### config.mk
export PLATFORM = sky130hd
export DESIGN_NAME = acc_exec_unit
export DESIGN_NICKNAME = d
export VERILOG_FILES = /design/src/rtl/acc_pkg.sv /design/src/rtl/acc_exec_unit_mul_seq.sv /design/src/rtl/acc_exec_unit.sv
export SDC_FILE = /design/constraint.sdc
export NUM_CORES = 1
export LEC_CHECK = 0
export ABC_AREA = 1
export CAP_MARGIN = 0
export CORE_UTILIZATION = 42
export CTS_CLUSTER_DIAMETER = 80
export CTS_CLUSTER_SIZE = 25
export DETAILED_ROUTE_END_ITERATION = 6
export PLACE_DENSITY = 0.67
export SYNTH_ARGS = -nofsm -noshare
export SYNTH_HDL_FRONTEND = slang
export SYNTH_SLANG_ARGS = --single-unit
### constraint.sdc
create_clock -name clk_in -period 2.92 [get_ports clk_in]
set_input_delay 0.438 -clock clk_in [delete_from_list [all_inputs] [get_ports clk_in]]
set_output_delay 0.438 -clock clk_in [all_outputs]
set_load 0.005 [all_outputs]
### src/rtl/acc_pkg.sv
// Shared constants for the accumulator execute stage.
// Holds the opcodes, ALU control codes, FSM state type and datapath width.
package acc_pkg;

    localparam int N = 8;

    localparam logic [2:0] OP_NOP = 3'd0;
    localparam logic [2:0] OP_LDA = 3'd1;
    localparam logic [2:0] OP_ADD = 3'd2;
    localparam logic [2:0] OP_SUB = 3'd3;
    localparam logic [2:0] OP_AND = 3'd4;
    localparam logic [2:0] OP_OR  = 3'd5;
    localparam logic [2:0] OP_MUL = 3'd6;
    localparam logic [2:0] OP_CLR = 3'd7;

    // Bit 0 of every ALU control code is the ALU carry-in.
    localparam logic [2:0] ALU_AND   = 3'b000;
    localparam logic [2:0] ALU_OR    = 3'b100;
    localparam logic [2:0] ALU_ADD   = 3'b010;
    localparam logic [2:0] ALU_SUB   = 3'b011;
    localparam logic [2:0] ALU_PASSB = 3'b110;

    typedef enum logic [1:0] {
        ST_IDLE = 2'd0,
        ST_EXEC = 2'd1,
        ST_MUL  = 2'd2,
        ST_DONE = 2'd3
    } state_t;

endpackage

### src/rtl/acc_exec_unit_mul_seq.sv
// Shift-add multiply sequencer: keeps product, shifted multiplicand, multiplier,
// iteration counter and sticky carry; the adds themselves go through the external ALU.
module mul_seq
    import acc_pkg::*;
#(
    parameter int W = acc_pkg::N
) (
    input  logic         clk,
    input  logic         rst_n,
    input  logic         start,
    input  logic         active,
    input  logic [W-1:0] multiplicand,
    input  logic [W-1:0] multiplier,
    input  logic [W-1:0] alu_sum,
    input  logic         alu_carry,
    output logic [W-1:0] product,
    output logic [W-1:0] shifted_mcand,
    output logic         last,
    output logic [W-1:0] product_next,
    output logic         carry_next
);

    localparam int CW = $clog2(W);

    logic [W-1:0]  p_reg;
    logic [W-1:0]  m_reg;
    logic [W-1:0]  q_reg;
    logic [CW-1:0] cnt_reg;
    logic          mul_c_reg;

    always_ff @(posedge clk or negedge rst_n) begin
        if (!rst_n) begin
            p_reg     <= '0;
            m_reg     <= '0;
            q_reg     <= '0;
            cnt_reg   <= '0;
            mul_c_reg <= 1'b0;
        end else if (start) begin
            p_reg     <= '0;
            m_reg     <= multiplicand;
            q_reg     <= multiplier;
            cnt_reg   <= '0;
            mul_c_reg <= 1'b0;
        end else if (active) begin
            if (q_reg[0]) begin
                p_reg     <= alu_sum;
                mul_c_reg <= mul_c_reg | alu_carry;
            end
            m_reg   <= m_reg << 1;
            q_reg   <= q_reg >> 1;
            cnt_reg <= cnt_reg + CW'(1);
        end
    end

    assign product       = p_reg;
    assign shifted_mcand = m_reg;
    assign last          = active && (cnt_reg == CW'(W - 1));
    // The final iteration's add must be folded in when the result retires on the same edge.
    assign product_next  = q_reg[0] ? alu_sum : p_reg;
    assign carry_next    = mul_c_reg | (q_reg[0] & alu_carry);

endmodule

### src/rtl/acc_exec_unit.sv
// Execute stage of the accumulator processor: command handshake, ALU operand/control
// drive, accumulator and flag registers, and sequencing of the iterative multiply.
module acc_exec_unit #(
    parameter int N = 8
) (
    input  logic         clk_in,
    input  logic         reset_n_in,
    input  logic         cmd_valid_in,
    output logic         cmd_ready_out,
    input  logic [2:0]   cmd_op_in,
    input  logic [N-1:0] cmd_operand_in,
    output logic [N-1:0] alu_a_out,
    output logic [N-1:0] alu_b_out,
    output logic [2:0]   alu_ctrl_out,
    input  logic [N-1:0] alu_sum_in,
    input  logic         alu_carry_in,
    input  logic         alu_overflow_in,
    input  logic         alu_zero_in,
    output logic [N-1:0] acc_out,
    output logic         carry_out,
    output logic         overflow_out,
    output logic         zero_out,
    output logic         done_out
);
    import acc_pkg::*;

    state_t       state_reg;
    logic [2:0]   op_reg;
    logic [N-1:0] operand_reg;
    logic [N-1:0] acc_reg;
    logic         carry_reg;
    logic         overflow_reg;
    logic         zero_reg;
    logic         done_reg;

    logic         accept;
    logic         mul_start;
    logic         mul_active;
    logic [N-1:0] mul_product;
    logic [N-1:0] mul_mcand;
    logic         mul_last;
    logic [N-1:0] mul_product_next;
    logic         mul_carry_next;

    assign accept     = cmd_valid_in && (state_reg == ST_IDLE);
    assign mul_start  = accept && (cmd_op_in == OP_MUL);
    assign mul_active = (state_reg == ST_MUL);

    mul_seq #(.W(N)) u_mul_seq (
        .clk           (clk_in),
        .rst_n         (reset_n_in),
        .start         (mul_start),
        .active        (mul_active),
        .multiplicand  (acc_reg),
        .multiplier    (cmd_operand_in),
        .alu_sum       (alu_sum_in),
        .alu_carry     (alu_carry_in),
        .product       (mul_product),
        .shifted_mcand (mul_mcand),
        .last          (mul_last),
        .product_next  (mul_product_next),
        .carry_next    (mul_carry_next)
    );

    // During MUL the ALU is borrowed to accumulate the partial product.
    assign alu_a_out = mul_active ? mul_product : acc_reg;
    assign alu_b_out = mul_active ? mul_mcand   : operand_reg;

    always_comb begin
        alu_ctrl_out = ALU_PASSB;
        if (state_reg == ST_MUL) begin
            alu_ctrl_out = ALU_ADD;
        end else if (state_reg == ST_EXEC) begin
            case (op_reg)
                OP_ADD:  alu_ctrl_out = ALU_ADD;
                OP_SUB:  alu_ctrl_out = ALU_SUB;
                OP_AND:  alu_ctrl_out = ALU_AND;
                OP_OR:   alu_ctrl_out = ALU_OR;
                default: alu_ctrl_out = ALU_PASSB;
            endcase
        end
    end

    always_ff @(posedge clk_in or negedge reset_n_in) begin
        if (!reset_n_in) begin
            state_reg    <= ST_IDLE;
            op_reg       <= OP_NOP;
            operand_reg  <= '0;
            acc_reg      <= '0;
            carry_reg    <= 1'b0;
            overflow_reg <= 1'b0;
            zero_reg     <= 1'b1;
            done_reg     <= 1'b0;
        end else begin
            done_reg <= 1'b0;
            case (state_reg)
                ST_IDLE: begin
                    if (cmd_valid_in) begin
                        op_reg      <= cmd_op_in;
                        operand_reg <= cmd_operand_in;
                        state_reg   <= (cmd_op_in == OP_MUL) ? ST_MUL : ST_EXEC;
                    end
                end
                ST_EXEC: begin
                    case (op_reg)
                        OP_ADD, OP_SUB: begin
                            acc_reg      <= alu_sum_in;
                            carry_reg    <= alu_carry_in;
                            overflow_reg <= alu_overflow_in;
                            zero_reg     <= alu_zero_in;
                        end
                        OP_AND, OP_OR, OP_LDA: begin
                            acc_reg      <= alu_sum_in;
                            carry_reg    <= 1'b0;
                            overflow_reg <= 1'b0;
                            zero_reg     <= alu_zero_in;
                        end
                        OP_CLR: begin
                            acc_reg      <= '0;
                            carry_reg    <= 1'b0;
                            overflow_reg <= 1'b0;
                            zero_reg     <= 1'b1;
                        end
                        default: ;
                    endcase
                    done_reg  <= 1'b1;
                    state_reg <= ST_DONE;
                end
                ST_MUL: begin
                    if (mul_last) begin
                        acc_reg      <= mul_product_next;
                        carry_reg    <= mul_carry_next;
                        overflow_reg <= 1'b0;
                        zero_reg     <= (mul_product_next == '0);
                        done_reg     <= 1'b1;
                        state_reg    <= ST_DONE;
                    end
                end
                ST_DONE: begin
                    state_reg <= ST_IDLE;
                end
                default: state_reg <= ST_IDLE;
            endcase
        end
    end

    assign cmd_ready_out = (state_reg == ST_IDLE);
    assign acc_out       = acc_reg;
    assign carry_out     = carry_reg;
    assign overflow_out  = overflow_reg;
    assign zero_out      = zero_reg;
    assign done_out      = done_reg;

endmodule

# == Word level (Yosys, flattened, before mapping) ==
# Cells that the tools add are included.
# op_classes
add_sub_neg,1
n_eq_ne,15
n_mux,35
n_bitwise,3
n_reduce_logical,16
# ops
operator,count
8-bit two-way mux,10
8-bit case mux with 2 select lines,2
"3-bit equality test, second input constant",5
1-bit case mux with 2 select lines,7
3-bit two-way mux,4
3-bit case mux with 4 select lines,1
8-bit logical NOT,1
2-bit case mux with 4 select lines,1
1-bit two-way mux,7
"3-bit by 2-bit equality test with 1-bit output, second input constant",2
2-bit two-way mux,3
"3-bit by 2-bit inequality test with 1-bit output, second input constant",2
2-bit AND reduction,3
3-bit AND reduction,2
2-bit nonzero test,3
5-bit OR reduction,1
"2-bit equality test, second input constant",2
4-bit OR reduction,1
"3-bit by 1-bit adder with 3-bit output, second input constant",1
"3-bit by 1-bit equality test with 1-bit output, second input constant",1
1-bit logical AND,3
"2-bit by 1-bit equality test with 1-bit output, second input constant",1
2-bit logical NOT,1
"2-bit by 1-bit inequality test with 1-bit output, second input constant",1
other kinds (4),5
# word_totals
regBits,53

# == Depth between registers and ports, before layout ==
# logic_depth
word_depth,5
depth_mapped,10

# == Cells and area by module ==
# A second synthesis with hierarchy kept.
# hier_totals
hier_cells,413
hier_area_um2,2959.1
# modules_own_cells
module,instances,cells_per_inst,area_per_inst_um2,seq_area_each_um2
acc_exec_unit,1,222,1575.3,626.9
mul_seq,1,191,1383.8,700.7

# == Worst setup path before layout ==
# Ideal clock, no wire load.
# synth_path
kind,register to output
start,register state_reg[0]
end,output port alu_b_out[4]
arrival_ns,1.293
path_slack_ns,1.189
path_stages_with_launch,8
path_buffers,3
cell_sequence,dfrtp_1 -> inv_1 -> ha_1 -> buf_4 -> inv_4 -> buf_4 -> buf_2 -> o21ai_0
# synth_between
elab_chain_cells,2
# synth_lines
element,line,rtl
"start, declared",acc_exec_unit.sv:27,state_t state_reg;
"start signal, assigned",acc_exec_unit.sv:101,state_reg <= (cmd_op_in == OP_MUL) ? ST_MUL : ST_EXEC;
2-bit equality test,acc_exec_unit.sv:47,assign mul_active = (state_reg == ST_MUL);
8-bit two-way mux,acc_exec_unit.sv:67,assign alu_b_out = mul_active ? mul_mcand : operand_reg;
"end, declared",acc_exec_unit.sv:13,"output logic [N-1:0] alu_b_out,"
# No other way between the ends.

# == Worst setup path after layout ==
# layout_path
start,register state_reg[0]
end,output port alu_b_out[0]
# Same word-level chain as after synthesis.

==> results.cfg <==
[synth]
synthMuxAreaShare = 0
synth_common_cells = 103 x nand2_1, 52 x dfrtp_1, 44 x o21ai_0, 41 x inv_1, 24 x nand3_1
synthArstFlopShare = 1.000
synthXorXnorAreaFrac = 0.003041
synth_compound_area_frac = 0.1659
synth_top_cell_area_share = 0.4518
synth-simple-area-share = 0.2389
ys_top_cells_by_area = dfrtp_1 45%, nand2_1 13%, o21ai_0 7.6%
yosysSeqAreaShare = 0.4609
ys_warn_count = 0
synth-edff-count = 0
synth_flop_cell = dfrtp_1
synth_top_cell_by_area = dfrtp_1
synth_nets = 397
synth.ff_latch_count = 53
synth_top_family_by_area = simple AND/OR/NAND/NOR gates
synth_cell_types = 31
syn_area_mm2 = 0.002880
synth.most_common_cell = nand2_1
avgSynthCellArea_um2 = 7.935
synth_cells = 363
yosys.area_share.adder = 0.03910

[timing]
period_minus_slack_ns = 2.586
finalSetupViolCount = 0
rsz0062_at_grt = no
setup-tns-final_ns = 0
fin_skew_ns = 0.01170
fmaxAchievable_mhz = 386.6
worstMarginPinSlew_ns = 0.4487
hold_violations = 0
max_slew_margin = 0.7009
period_share = 0.8858
drv_slew = 0

[place]
placed_area_mm2 = 0.003452
gp_congestion = 0.8574
dpl.hpwl_um = 4982
io_buffers = 56

[setup_path]
rr_endpoint = acc_out[0]
critical_path.max_stage_delay_ns = 0.52
critPathRequiredTime_ns = 2.48
reg2reg_setup_slack_ns = 1.05
startpoint_type = register
crit_fanout = 32
crit_slowest_cell = clkdlybuf4s50_1
worst_setup_path_end_kind = output pin
crit_path_cell_trace = inv_1 -> ha_1 -> buf_4 -> nand2_1 -> o21ai_0 -> clkdlybuf4s50_1
ff2ff_path_depth = 8
crit_type = register to output pin
r2r_start = state_reg[0]
critPathArrivalTime_ns = 2.15

[global_routing]
grt.overflow.total = 0
grt_max_degree = 51
grt_pass1_vias = 2379
grt_pass1_wl_um = 11250
antenna_found_initial = 0
track_usage = 0.1982

[cts]
htreeDepth = 2
cts_tree = done
cts-resized-gates = 0
cts_setup_buffers = 0
clock_latency_ns = 0.31
root_buffer = clkbuf_8
path_clk_slew_ns = 0.10
clk_path_buf_depth = 2
holdBufCountCts = 0
numCtsBuffers = 5
clock-sinks = 53

[floorplan]
rows = 29
fp.dieW_um = 84.81
io_pins = 57
core_mm2 = 0.006495
die_area_mm2 = 0.007193
die_h_um = 84.81
start_util = 0.4435

[drt]
routed_wl_um = 6829
drt_iter0_drc = 184
ant_nets = 0
drc = 4
drt_pass1_iterations = 7
vias_per_cell = 5.255
wl_per_cell_um = 13.91
vias = 2580

[power_and_ir_drop]
power_density_mw_per_mm2 = 1102
peakVddDrop_mv = 0.4200
leakage_uw = 0.001722

[layout]
area_growth_pct = 24.50
fin_nets = 447
drive_gt1_frac = 0.07005
n_antenna_cell = 0
stdcell_area_mm2 = 0.003586

[run_status]
status = complete, but fails checks
failed_checks = design-rule violations

[worst_hold_path]
hold_class = input port to async pin

[job]
drv_cap = 0
-- cell families after synthesis --
family                     count (synthesis)
AOI/OAI and AO/OA                         88
xor gates and xnor gates                   1
adders and majority gates                  9
buffers and inverters                     59
DFF                                       53
and+or+nand+nor                          153
-- how the worst max path moves through the flow --
| stage | endpoint | cells after the start | slack [ns] | startpoint |
|---|---|---|---|---|
| global placement | alu_b_out[0] | 6 | 0.73 | state_reg[0] |
| floorplan | alu_b_out[4] | 7 | 1.19 | state_reg[0] |
| global route | alu_b_out[0] | 6 | 0.18 | state_reg[0] |
| finish | alu_b_out[0] | 6 | 0.33 | state_reg[0] |
| CTS | alu_b_out[0] | 6 | 0.31 | state_reg[0] |
| detailed placement | alu_b_out[0] | 6 | 0.67 | state_reg[0] |
-- stage by stage --
step	cells	worst slack [ns]	util	hold WS [ns]	power, uW
5_1_grt	491	0.1848	0.5521	0.07529	4300
6_report	491	0.3336	0.5521	0.04969	3951
4_1_cts	491	0.3131	0.5521	0.06072	3984
2_1_floorplan	363	1.189	-	0.1424	2582
3_3_place_gp	483	0.7253	0.5315	0.4042	3342
3_5_place_dp	483	0.6702	0.5315	0.4020	3390
-- critical path: cells and delay by family (launching register included) --
family / cells / cell delay [ns]
flip-flops: 1 / 0.39
AND/OR/NAND/NOR: 1 / 0.12
adder cells (fa/ha/maj): 1 / 0.24
buffers and inverters: 3 / 1.00
AO/OA/AOI/OAI: 1 / 0.09
-- per-layer routing --
metal	vias up	global-route usage	share of wire
met5	-	0	0
met4	0	0.07704	0.017
met3	9	0.03502	0.056
met2	77	0.3200	0.48
met1	1224	0.2675	0.44
li1	1270	-	-
-- cell usage in the layout, fill, tap and decap left out, types with 2 or more instances in the layout --
| cell | count |
|---|---|
| nand3_2 | 2 |
| clkbuf_8 | 5 |
| buf_4 | 2 |
| dfrtp_1 | 52 |
| o22ai_1 | 4 |
| nand2_4 | 2 |
| nor2_1 | 12 |
| a21oi_1 | 17 |
| inv_4 | 2 |
| nor2_2 | 2 |
| o21ai_1 | 12 |
| ha_1 | 9 |
| nor2_4 | 2 |
| o21ai_0 | 44 |
| nand3_1 | 24 |
| nand2_1 | 103 |
| o211ai_1 | 6 |
| nor3_1 | 3 |
| inv_1 | 41 |
| clkdlybuf4s50_1 | 55 |
| o21ai_2 | 2 |
| bufinv_16 | 2 |
-- where the power goes --
group	internal [uW]	switching (uW)	total [uW]
logic	941	1130	2070
clock network	341	242	583
registers	1060	239	1300
total	2340	1610	3950
-- cell type report --
type / instances / area (um2)
fill: 596 / 2909
sequential: 53 / 1328
multi-input combinational: 251 / 1287
timing repair buffer: 58 / 570.5
inverter: 44 / 170.2
tap: 77 / 96.34
clock buffer: 5 / 68.82
clock inverter: 3 / 65.06
No activity file was read; power rests on OpenSTA's default activity.
